<file path="config.mk">
export PLATFORM = sky130hd
export DESIGN_NAME = bp_update_queue
export DESIGN_NICKNAME = d
export VERILOG_FILES = /design/src/rtl/bp_update_queue.sv
export SDC_FILE = /design/constraint.sdc
export NUM_CORES = 1
export LEC_CHECK = 0
export ABC_CLOCK_PERIOD_IN_PS = 6000
export BUFFER_PORTS_ARGS = -buffer_cell sky130_fd_sc_hd__buf_4
export CAP_MARGIN = 5
export CORE_UTILIZATION = 30
export CTS_CLUSTER_DIAMETER = 80
export CTS_CLUSTER_SIZE = 20
export DETAILED_ROUTE_END_ITERATION = 8
export SYNTH_ARGS = -nofsm -noshare
export SYNTH_HDL_FRONTEND = slang
export SYNTH_SLANG_ARGS = --single-unit
</file>
<file path="constraint.sdc">
create_clock -name clk_i -period 6 [get_ports clk_i]
set_input_delay 0.6 -clock clk_i [delete_from_list [all_inputs] [get_ports clk_i]]
set_output_delay 0.6 -clock clk_i [all_outputs]
set_load 0.05 [all_outputs]
</file>
<file path="src/rtl/bp_update_queue.sv">
// In-order predictor update queue: buffers {index, predicted direction} and emits one registered
// predictor write per resolution. Optional statistics counters are enabled by BP_UPDATE_QUEUE_STATS_EN.
module bp_update_queue #(
   parameter int  IDX_W = 32,
   parameter int  DEPTH = 8,
   localparam int CNT_W = $clog2(DEPTH + 1)
) (
   input  logic             clk_i,
   input  logic             rst_ni,
   input  logic             pred_valid_i,
   input  logic [IDX_W-1:0] pred_idx_i,
   input  logic             pred_taken_i,
   output logic             pred_ready_o,
   input  logic             res_valid_i,
   input  logic             res_taken_i,
   input  logic             flush_i,
   output logic             upd_valid_o,
   output logic [IDX_W-1:0] w_idx_o,
   output logic             br_result_o,
   output logic             mispredict_o,
   output logic             underflow_o,
   output logic [CNT_W-1:0] count_o,
   output logic [31:0]      mispred_cnt_o,
   output logic [31:0]      branch_cnt_o
);

   localparam int PTR_W = $clog2(DEPTH);

   logic [IDX_W-1:0] r_mem_idx [DEPTH];
   logic [DEPTH-1:0] r_mem_taken;
   logic [PTR_W-1:0] r_head;
   logic [PTR_W-1:0] r_tail;
   logic [CNT_W-1:0] r_count;

   logic             r_upd_valid;
   logic [IDX_W-1:0] r_w_idx;
   logic             r_br_result;
   logic             r_mispredict;
   logic             r_underflow;

   logic             w_full;
   logic             w_empty;
   logic             w_push;
   logic             w_pop;
   logic             w_underflow;
   logic             w_mis;

   // Flush overrides everything, including a same-cycle resolution.
   always_comb begin
      w_full      = (r_count == CNT_W'(DEPTH));
      w_empty     = (r_count == '0);
      w_push      = pred_valid_i && !w_full && !flush_i;
      w_pop       = res_valid_i && !w_empty && !flush_i;
      w_underflow = res_valid_i && w_empty && !flush_i;
      w_mis       = r_mem_taken[r_head] ^ res_taken_i;
   end

   always_ff @(posedge clk_i) begin
      if (w_push) begin
         r_mem_idx[r_tail]   <= pred_idx_i;
         r_mem_taken[r_tail] <= pred_taken_i;
      end
   end

   always_ff @(posedge clk_i) begin
      if (!rst_ni) begin
         r_head  <= '0;
         r_tail  <= '0;
         r_count <= '0;
      end else if (flush_i) begin
         r_head  <= '0;
         r_tail  <= '0;
         r_count <= '0;
      end else begin
         if (w_push) r_tail <= r_tail + PTR_W'(1);
         if (w_pop)  r_head <= r_head + PTR_W'(1);
         if (w_push && !w_pop)      r_count <= r_count + CNT_W'(1);
         else if (!w_push && w_pop) r_count <= r_count - CNT_W'(1);
      end
   end

   // Data outputs hold their last update; only the valid and underflow flags pulse.
   always_ff @(posedge clk_i) begin
      if (!rst_ni) begin
         r_upd_valid  <= 1'b0;
         r_w_idx      <= '0;
         r_br_result  <= 1'b0;
         r_mispredict <= 1'b0;
         r_underflow  <= 1'b0;
      end else begin
         r_upd_valid <= w_pop;
         r_underflow <= w_underflow;
         if (w_pop) begin
            r_w_idx      <= r_mem_idx[r_head];
            r_br_result  <= res_taken_i;
            r_mispredict <= w_mis;
         end
      end
   end

`ifdef BP_UPDATE_QUEUE_STATS_EN
   logic [31:0] r_branch_cnt;
   logic [31:0] r_mispred_cnt;

   // Counted at retirement so they line up with the update they describe; flush leaves them alone.
   always_ff @(posedge clk_i) begin
      if (!rst_ni) begin
         r_branch_cnt  <= '0;
         r_mispred_cnt <= '0;
      end else if (w_pop) begin
         if (r_branch_cnt != '1)           r_branch_cnt  <= r_branch_cnt + 32'd1;
         if (w_mis && r_mispred_cnt != '1) r_mispred_cnt <= r_mispred_cnt + 32'd1;
      end
   end

   assign branch_cnt_o  = r_branch_cnt;
   assign mispred_cnt_o = r_mispred_cnt;
`else
   assign branch_cnt_o  = '0;
   assign mispred_cnt_o = '0;
`endif

   assign pred_ready_o = !w_full;
   assign upd_valid_o  = r_upd_valid;
   assign w_idx_o      = r_w_idx;
   assign br_result_o  = r_br_result;
   assign mispredict_o = r_mispredict;
   assign underflow_o  = r_underflow;
   assign count_o      = r_count;

endmodule

</file>
# After elaboration in Yosys (flattened, before gate mapping)
# Memory sizes are Yosys's and may differ from the RTL's. A register that Yosys moved wholly into a read port is not among the register bits.
# Index checks and enable logic that the tools add are counted.
# classes
eq_ne	1
magnitude_cmp	3
mux	9
reduce_logical	18
addsub	4
bitwise	2
# op_table
op	count
$logic_and A1 B1 Y1	9
$bwmux W8	1
$lt A3 B4 Y1 const B	2
$mux W4	2
$add A3 B1 Y3 const B	2
$logic_not A1 Y1	6
$add A4 B1 Y4 const B	1
$eq A4 B4 Y1 const B	1
$logic_not A4 Y1	1
$mux W1	4
$sub A4 B1 Y4 const B	1
$bmux W1 S3	1
$demux W1 S3	1
$ge A3 B1 Y1 const B	1
$reduce_bool A2 Y1	1
$reduce_or A2 Y1	1
$not A1 Y1	1
$xor A1 B1 Y1	1
# totals
word_cells	46
n_memories	1
register_bits	22
in_bits	39
mem_bits_rw	256
output_inout_bits	105
# mem_list
memory	words	width	rd	rd_clocked_by_memory_dff	write_ports	line	source
r_mem_idx	8	32	1	1	1	29	logic [IDX_W-1:0] r_mem_idx [DEPTH];

# Longest topological paths before layout
# Gate-level depths: netlist of the first run.
# depth
depth_word	8
depth_mapped	11
ltp_nobuf	10

# Least setup slack after synthesis of the first run
# OpenSTA, ideal clock, no wires.
# synth_path
path_type	register to register
start	register r_count[1], in the netlist count_o[1]
end	memory r_mem_idx[0][0], enable pin
t_arrival_ps	3676
path_slack_ps	1860
setup_ps	464
period_less_slack_ps	4140
path_stages_with_launch	5
n_path_buf	0
required_ps	5536
cell_sequence	dfxtp_1 nor4b_1 nor3_2 nand2b_1 nor3_1
# synth_between
elab_chain_len	6
# synth_rtl
item	line	source
start: declaration	33	logic [CNT_W-1:0] r_count;
start signal: assignment	77	if (w_push && !w_pop) r_count <= r_count + CNT_W'(1);
start signal: assignment	78	else if (!w_push && w_pop) r_count <= r_count - CNT_W'(1);
$eq A4 B4 Y1	50	w_full = (r_count == CNT_W'(DEPTH));
$logic_not A1 Y1	52	w_push = pred_valid_i && !w_full && !flush_i;
$logic_and A1 B1 Y1 (2 in series)	52	
named net w_push	43	logic w_push;
$mux W1	59	if (w_push) begin
$mux W1 (implied by the code)	60	r_mem_idx[r_tail] <= pred_idx_i;
end: declaration	29	
# The timed path passes the listed nets, and every way through them passes these cells.

# Final worst setup path of the first run
# layout_path
start	register r_count[0], in the netlist count_o[0]
end	memory r_mem_idx[1][10], enable pin
# Same word-level chain as after synthesis.

==> metrics, run 1 <==
main combinational cell family by area after synthesis multiplexers; H-tree depth 1; WHS 325.0 ps; Slew headroom 0.1716; Crit path depth 5; Crit Path Max Fanout 22; critical path startpoint category flip-flop; Tot Pwr 4.040 mW; final worst slack 2897 ps; register area share after synthesis 0.7252; RSZ-0062 raised after global routing false; Max Cap Violations 0; Initial Util 0.3057; minimum clock period 3103 ps; most frequent CP cell nor3_2; status finished, final reports clean; Hold Vio Cnt, Final 0; # rows 73; Routed Antenna Nets 0; fin crit share 0.5172; crit-path max cell delay approximately 940 ps; R2R Path End r_mem_idx[1][10]; Post-CTS Setup Bufs 0; most used flip-flop cell after synthesis edfxtp_1; core area 39910 sq um; first-pass GRT wire length 35240 um; Setup crit end kind flip-flop; clock tree buffer depth 3; clk_lat worst skew a little over 500 ps; Worst-Margin Slew 1240 ps; Yosys cell types 36; static leakage between 4 and 5 nW; mux contribution to synthesized area 0.1534; Power Density 295.8 nW/um^2; critical path's slowest cell nor3_2; cells on worst reg2reg path 5; Arr. time, crit path 3270 ps; crit path cell chain nor4b_1 > nor3_2 > nand2_1 > nor3_2 > buf_4; DR WL met2 11700 um; RR Startpoint count_o[0]; area of the mapped netlist 12200 sq um; Chip Height 203.7 um; cts repair resizes 0; Die Span X 203.7 um; Post-synth ARST share 0; Max Used Layer met4; Post-Synth Simple-Gate Area 0.01753; Bufs and invs on worst path 1; pre-CTS setup slack 2729 ps; peak supply drop 183.2 uV; die area 41480 sq um; final setup fails 0; Clock Skews roughly 17 ps; Worst-path clk slew 80 ps; initial antenna violation count 1; fillers 3769; P&R area growth vs syn 11.93%; Hold Buf Count CTS 0; Iter 0 DRT Violations 345; io pins 144; area share of fa/ha/maj cells after synthesis 0.006768; All-Layer GR Usage 0.1116; drc violations 0; met1 wire length around 9900 um; vias in the first global route 5698; Buffers on Ports 79; drt first pass iters 4; FF-to-FF setup slack 2900 ps; Worst EP required 6170 ps; type of the worst min-delay path in -> reg; destination of the critical timing path r_mem_idx[1][10]; critical path class reg -> reg; crit-path leading delay family simple AND/OR/NAND/NOR gates; largest net degree at the start of global routing 69; vias per cell ~4.5; CTS root buf clkbuf_16; WL met3 1037 um; GP Congestion 0.6908; DPL Wire Length 13580 um; setup TNS 0 ps; final wirelength 22960 um; CTS Sinks 310; complex-gate fraction of the synthesized area 0.03333; Seq cells post-synth 310; Num CTS Buffers 19; CTS tree done; NumNets Final 759; DR WL/cell 18.33 um; layout cells sized above 1 0.2655; Synth Area in XOR/XNOR 0.002871; vias about 5600; YS warnings 0; Mapped Avg Cell Area about 19 sq um; total grt overflow 0; Max Slew Vio Count 0; maximum achievable frequency about 320 MHz; post-synthesis cell count 640; Post-synth EDFFs 264; Crit. Startpoint count_o[0]
[cells by family (layout without fill, tap and decap cells)]
kind of cell,count (synthesis),count (layout)
other,1,65
AND/OR/NAND/NOR,41,41
buffers and inverters,100,124
AO/OA/AOI/OAI,74,74
flip-flops,310,310
XOR/XNOR,4,4
adder cells (fa/ha/maj),6,6
multiplexers,104,104
[where the power goes]
| part | internal, mW | total (mW) | switching (mW) | leakage, nW |
|---|---|---|---|---|
| logic | 0.0956 | 0.337 | 0.241 | 1.35 |
| registers | 2.36 | 2.39 | 0.0223 | 2.76 |
| clock network | 0.647 | 1.32 | 0.671 | 0.271 |
[worst min-delay path by stage]
stage                     depth (start not counted)  slack (ps)            from                to
after floorplan                                   2         480       r_tail[0]         r_tail[0]
after global routing                              1         310  pred_idx_i[20]  r_mem_idx[3][20]
final                                             1         320   pred_idx_i[2]   r_mem_idx[0][2]
after global placement                            2         500       r_tail[0]         r_tail[0]
after detailed placement                          2         520       r_tail[0]         r_tail[0]
after CTS                                         1         300  pred_idx_i[20]  r_mem_idx[2][20]
[cell usage after synthesis, types with 3 or more instances]
cell / instances / share of area
a21oi_1: 37 / 0.015
buf_2: 9 / 0.0037
buf_4: 64 / 0.039
buf_6: 6 / 0.0055
buf_8: 3 / 0.0037
clkbuf_1: 10 / 0.0031
dfxtp_1: 46 / 0.075
edfxtp_1: 264 / 0.65
ha_1: 5 / 0.0051
inv_1: 3 / 0.00092
mux2i_1: 37 / 0.030
mux4_2: 66 / 0.12
nand2_1: 4 / 0.0012
nand2b_1: 6 / 0.0031
nor2_1: 18 / 0.0055
nor3_1: 3 / 0.0012
o21ai_0: 33 / 0.014
[metal layers]
layer	track usage	vias up
met4	0.02229	0
met3	0.02269	24
met1	0.1432	2897
li1	-	2546
met2	0.1946	138
met5	0	-
[sequential cells by signal (all words and copies together), names as in the netlist]
name,count
r_mem_taken,8
mispredict_o,1
r_tail,3
upd_valid_o,1
w_idx_o,32
underflow_o,1
count_o,4
r_mem_idx,256
r_head,3
br_result_o,1
[placed cells by master, fill, tap and decap left out, types with 3 or more instances in the layout]
cell       count
nand2_1        4
inv_1          3
nor3_2         4
mux4_2        66
mux2i_1       37
ha_1           5
buf_4         86
nand2b_1       6
a21oi_1       37
nor2_1        12
dfxtp_1       43
conb_1        64
o21ai_0       33
edfxtp_1     264
nor2_4         7
clkbuf_16     19
clkbuf_1      12
[area by class of cell]
type | instances | area [sq um] | area share
Clock inverter | 3 | 47.55 | 0.003481
Sequential cell | 310 | 8857 | 0.6486
Timing Repair Buffer | 86 | 645.6 | 0.04727
Clock buffer | 31 | 520.5 | 0.03811
Antenna cell | 1 | 2.502 | 0.0001832
Tap cell | 525 | 656.9 | 0.04810
Multi-Input combinational cell | 293 | 2910 | 0.2131
Inverter | 4 | 16.27 | 0.001191
[through the flow]
step	instance area (sq um)	cells	util
6_report	13660	1253	0.3422
5_1_grt	13650	1252	0.3421
4_1_cts	13650	1252	0.3421
3_5_place_dp	13090	1218	0.3279
3_3_place_gp	13090	1218	0.3279
2_1_floorplan	12440	703	-
[worst reg2reg max path, stage by stage, from the launching register on]
cell,delay [ps]
dfxtp_1,540
nor4b_1,170
nor3_2,320
nand2_1,300
nor3_2,940
buf_4,500
(Power assumes the default switching activity.)
==> run 2, diff against run 1 <==
- ABC_AREA: unset -> 1
- ABC_CLOCK_PERIOD_IN_PS: 6000 -> 2560
- clock period: 6 -> 2.56 ns (I/O delays scaled with it)
==> run 2 against run 1 <==
  * The run now ends with design-rule violations left
  * Sequential share of layout area decreased by 3.6 points
  * Sequential cell count unchanged
  * Die area increased by 2.9%
==> metrics, run 2 <==
cells on worst reg2reg path 12; post-synthesis cell count 1028; setup TNS 0 ps; switching part of the total power 0.2372; Post-CTS Setup Bufs 0; io pins roughly 140; Post-synth ARST share 0; Int Power 7.261 mW; failing checks design-rule violations; Worst-Margin Slew 885.0 ps; largest net degree at the start of global routing 134; critical path's slowest cell dfxtp_2; most used flip-flop cell after synthesis edfxtp_1; Buffers on Ports 79; YS warnings 0; initial antenna violation count 1; Ant. Diodes 0; cts repair resizes 0; Yosys cell types 30; area leader, netlist edfxtp_1; Worst EP required 3010 ps; total grt overflow 0; RR Startpoint count_o[1]; count leader, synth edfxtp_1; Hold Buf Count CTS 35; WHS around 140 ps; Die Span X 206.6 um; register area share after synthesis 0.7047; Clock Skews about 21 ps; type of the worst min-delay path in -> reg; clk_lat worst skew 520 ps; layout cells sized above 1 0.1333; part of the power in combinational logic 0.090; minimum clock period approximately 2200 ps; P&R area growth vs syn 15.14%; Setup crit end kind flip-flop; vias in the first global route between 7000 and 8000; Hold Path Stages 5; peak supply drop 474.4 uV; most frequent cells after synthesis edfxtp_1 (264), nor2_1 (209), o21ai_0 (155), buf_4 (75), nand2_1 (64); Hold Path Sink underflow_o; crit-path max cell delay 360 ps; final wirelength 27150 um; clock share of power 0.323; top-area cell type share of the netlist area 0.6314; die area 42680 sq um; Routed Antenna Nets 0; Iter 0 DRT Violations 608; clock tree buffer depth 3; Hold Vio Cnt, Final 0; Crit. Startpoint count_o[1]; flip-flop count of the largest register after layout between 200 and 300; static leakage around 5.0 nW; fin crit share 0.8724; commonest non-fill, non-tap cell in the layout edfxtp_1; Crit Path Max Fanout 5; Arr. time, crit path between 2000 and 3000 ps; core area a little over 40000 sq um; status finished, violations left; Chip Height 206.6 um; Slew headroom 0.4063; DPL Wire Length 16240 um; Max Slew Vio Count 0; drt first pass iters 7; FF-to-FF setup slack 330 ps; CTS root buf clkbuf_16; H-tree depth 1; final setup fails 0; Seq cells post-synth 310; most frequent cells in the layout edfxtp_1 (264), nor2_1 (201), o21ai_0 (155), buf_4 (101); RSZ-0062 raised after global routing false; Area contributors post-synth edfxtp_1 (63%), dfxtp_1 (7.3%), nor2_1 (6.2%), o21ai_0 (6.2%), buf_4 (4.5%); vias per cell around 4.6; Sequential Power Share 0.586; critical path startpoint category flip-flop; CTS tree done; Mapped Avg Cell Area 12.21 sq um; maximum achievable frequency 447.8 MHz; Net Sw Power 2.258 mW; GP Congestion 0.7026; area of the mapped netlist 12560 sq um; Worst-path clk slew around 80 ps; first-pass GRT wire length 42320 um; # rows 74; CTS Sinks 310; All-Layer GR Usage 0.1278; Post-synth EDFFs 264; Hold Path Origin flush_i; Num CTS Buffers 19; Reg with most FFs r_mem_idx; NumNets Final 1174; R2R Path End count_o[3]; crit path cell chain nor2_1 > nand3_2 > nand3_1 > inv_1 > ha_1 > inv_1 > ha_1 > a21oi_1 > and2_1 > xor2_1 > nand2_1 > a21oi_1; vias slightly below 8000; DR WL/cell approximately 16 um; Max Cap Violations 0; drc violations 22; Power Density approximately 660 nW/um^2; Initial Util 0.3061; critical path class reg -> reg
## run 2: cell types whose count changed after synthesis, moves of 22 or more
cell      change
o21ai_0     +122
mux2i_1      -37
nand2_1      +60
mux4_2       -66
clkbuf_1     +22
o211ai_1     +63
nor2_1      +191
## run 2: metrics by stage
step | power (mW) | utilization | instance area, sq um | cells | setup slack, ps
after floorplan | 6.348 | - | 12860 | 1091 | 136.4
after global placement | 6.507 | 0.3303 | 13550 | 1605 | 401.7
after detailed placement | 6.520 | 0.3303 | 13550 | 1605 | 358.0
after CTS | 9.627 | 0.3525 | 14460 | 1672 | 331.2
after global routing | 9.875 | 0.3525 | 14460 | 1672 | 84.79
final | 9.519 | 0.3525 | 14460 | 1672 | 326.7
## run 2: cell families after synthesis
logic type / count (synthesis) / share of synthesized area
other: 1 / 0.0002987
and+or+nand+nor: 289 / 0.08859
DFF: 310 / 0.7047
adders and majority gates: 6 / 0.006577
AOI/OAI and AO/OA: 270 / 0.1219
xor gates and xnor gates: 3 / 0.002093
buffers and inverters: 149 / 0.07584
## run 2: layout make-up
class,instances,area (sq um)
well taps,532,665.6
repair buffers,141,1209
fillers,4003,26560
clock inverters,4,47.55
flip-flops and latches,310,8862
clock buffers,28,509.2
inverters,25,106.4
multi-input cells,632,3057
## run 2: worst max-delay path by stage
| stage | slack, ps | cells past startpoint | endpoint |
|---|---|---|---|
| floorplan | 140 | 5 | r_mem_idx[0][0] |
| global placement | 400 | 12 | count_o[3] |
| detailed placement | 360 | 12 | count_o[3] |
| CTS | 330 | 12 | count_o[3] |
| global route | 80 | 12 | count_o[3] |
| finish | 330 | 12 | count_o[3] |
## run 2: metal layers
| layer | vias to the layer above | GRT usage | share of wire |
|---|---|---|---|
| met5 | - | 0 | 0.00029 |
| met4 | 2 | 0.03072 | 0.018 |
| met3 | 31 | 0.01601 | 0.042 |
| met2 | 207 | 0.2090 | 0.47 |
| met1 | 3727 | 0.1800 | 0.47 |
| li1 | 3718 | - | - |
## run 2: critical path, delay by kind of cell (launching register included)
| kind | cells | cell delay [ps] |
|---|---|---|
| fa+ha+maj | 2 | 510 |
| flops | 1 | 360 |
| compound gates | 2 | 260 |
| simple gates | 5 | 640 |
| buf+inv | 2 | 240 |
| xor+xnor | 1 | 150 |
## run 2: power groups by stage
stage | registers [mW] | clock network (mW) | logic [mW]
floorplan | 5.82 | 0 | 0.528
global placement | 5.70 | 0 | 0.811
detailed placement | 5.70 | 0 | 0.822
CTS | 5.58 | 3.18 | 0.869
global route | 5.59 | 3.35 | 0.939
finish | 5.58 | 3.08 | 0.859
==> run 3, diff against run 2 <==
==> constraint.sdc (replaced) <==
create_clock -name clk_i -period 2.56 [get_ports clk_i]
set_input_delay 0.768 -clock clk_i [delete_from_list [all_inputs] [get_ports clk_i]]
set_output_delay 0.768 -clock clk_i [all_outputs]
set_load 0.05 [all_outputs]
==> run 3 against run 2 <==
  * The run still ends with design-rule violations left
  * Sequential share of layout area is 0.31 points higher
  * Utilization is 0.18 points lower
  * Clock skew is 13 ps higher
  * Cell count is 1.4% lower
  * First-iteration DRC count is 15% lower
  * Wire length is 0.58% higher
  * Global-route usage hardly changed
  * Sequential cell count stayed put
  * Via count is 0.14% lower
  * Critical endpoint is now pred_ready_o
  * Highest routed layer is now met4
==> metrics, run 3 (same netlist as run 2, synthesis figures left out) <==
status finished, violations left; failing checks design-rule violations; peak supply drop 510.8 uV; WHS 471.6 ps; final wirelength 27310 um; Setup crit end kind output port; Post-CTS Setup Bufs 0; io pins 144; fillers 4029; Routed Antenna Nets 0; critical path class reg -> out; H-tree depth 1; Hold Vio Cnt, Final 0; setup TNS 0 ps; critical path startpoint category flip-flop; vias about 7700; drc violations 22; DR WL/cell around 17 um; cells on worst reg2reg path 12; cts repair resizes 0; area of the multi-input gates roughly 3100 sq um; flip-flop count of the largest register after layout 256; Worst-path clk slew 80 ps; Clock Skews 33.91 ps; type of the worst min-delay path in -> reg; Worst-Margin Slew ~590 ps; Arr. time, crit path 1330 ps; Hold Buf Count CTS 0; Worst EP required 1790 ps; commonest non-fill, non-tap cell in the layout edfxtp_1; Initial Util 0.3061; GP Congestion 0.7697; CTS root buf clkbuf_16; clk_lat worst skew 530 ps; Die Span X 206.6 um; Crit Path Max Fanout 6; Tot Pwr 9.803 mW; layout cells sized above 1 0.1468; static leakage 4.944 nW; Max Slew Vio Count 0; crit path cell chain nor2_1 > nand3_2 > buf_4; Num CTS Buffers 21; Reg with most FFs r_mem_idx; NumNets Final ~1100; Max Cap Violations 0; vias per cell 4.654; DPL Wire Length 16670 um; final setup fails 0; fin crit share 0.8187; # rows 74; P&R area growth vs syn 14.55%; drt first pass iters 7; vias in the first global route 7318; FF-to-FF setup slack 470 ps; most frequent cells in the layout edfxtp_1 (264), nor2_1 (201), o21ai_0 (155), buf_4 (97); Iter 0 DRT Violations 516; total grt overflow 0; maximum achievable frequency 477.1 MHz; minimum clock period around 2100 ps; Slew headroom 0.6038; largest net degree at the start of global routing 134; Power Density just under 700 nW/um^2; RSZ-0062 raised after global routing false; critical path's slowest cell dfxtp_2; storage element area 8862 sq um; All-Layer GR Usage 0.1276; Hold Path Stages 3; first-pass GRT wire length 42230 um; Ant. Diodes 0; Chip Height ~210 um; CTS Sinks 310; CTS tree done; initial antenna violation count 0; core area 41020 sq um; Final Core Density 0.3507; clock tree buffer depth 3; crit-path max cell delay roughly 360 ps; die area 42680 sq um; Buffers on Ports 79
==> run 3: changes by cell type in the layout (fill, tap and decap cells not counted) <==
| cell | before | now |
|---|---|---|
| clkbuf_8 | 0 | 1 |
| clkinv_1 | 2 | 1 |
| clkbuf_16 | 19 | 22 |
| dlygate4sd3_1 | 35 | 0 |
| buf_4 | 101 | 97 |
| clkbuf_1 | 9 | 10 |
| buf_12 | 5 | 15 |
| bufinv_16 | 1 | 0 |
| clkinvlp_4 | 0 | 1 |
| inv_16 | 0 | 2 |
==> run 3: cell type report <==
class                   count  area share
flip-flops and latches    310      0.6162
clock inverters             5    0.004263
repair buffers            112     0.07151
well taps                 532     0.04628
inverters                  25    0.007395
clock buffers              33     0.04184
multi-input cells         632      0.2125
==> run 3: through the flow <==
step | cells | cell area (sq um) | worst slack (ps)
floorplan | 1091 | 12860 | 136.4
global placement | 1611 | 13720 | 142.7
detailed placement | 1611 | 13720 | 84.49
CTS | 1649 | 14380 | 428.4
global route | 1649 | 14380 | 254.7
finish | 1649 | 14380 | 464.0
==> run 3: final timing paths <==
check	startpoint	endpoint
min reg2reg	r_tail[0]	r_tail[0]
min	res_valid_i	underflow_o
max	count_o[0]	pred_ready_o
max reg2reg	count_o[0]	count_o[3]
==> run 3: metal layers <==
metal  share of wire  track usage  up-vias
met5               0            0        -
met4           0.016      0.02626        0
met3           0.044      0.01601       29
met2            0.47       0.2084      215
met1            0.47       0.1815     3752
li1                -            -     3678
==> run 3: worst max-delay path: cells and delay by family (launching register included) <==
| kind | cells | cell delay [ps] |
|---|---|---|
| AND/OR/NAND/NOR | 2 | 240 |
| flip-flops | 1 | 360 |
| buffers and inverters | 1 | 200 |
==> run 3: power by group <==
part | internal (mW) | total (mW) | leakage (nW) | switching [mW]
clock network | 1.68 | 3.39 | 0.318 | 1.71
registers | 5.54 | 5.58 | 2.76 | 0.0389
logic | 0.202 | 0.834 | 1.86 | 0.632
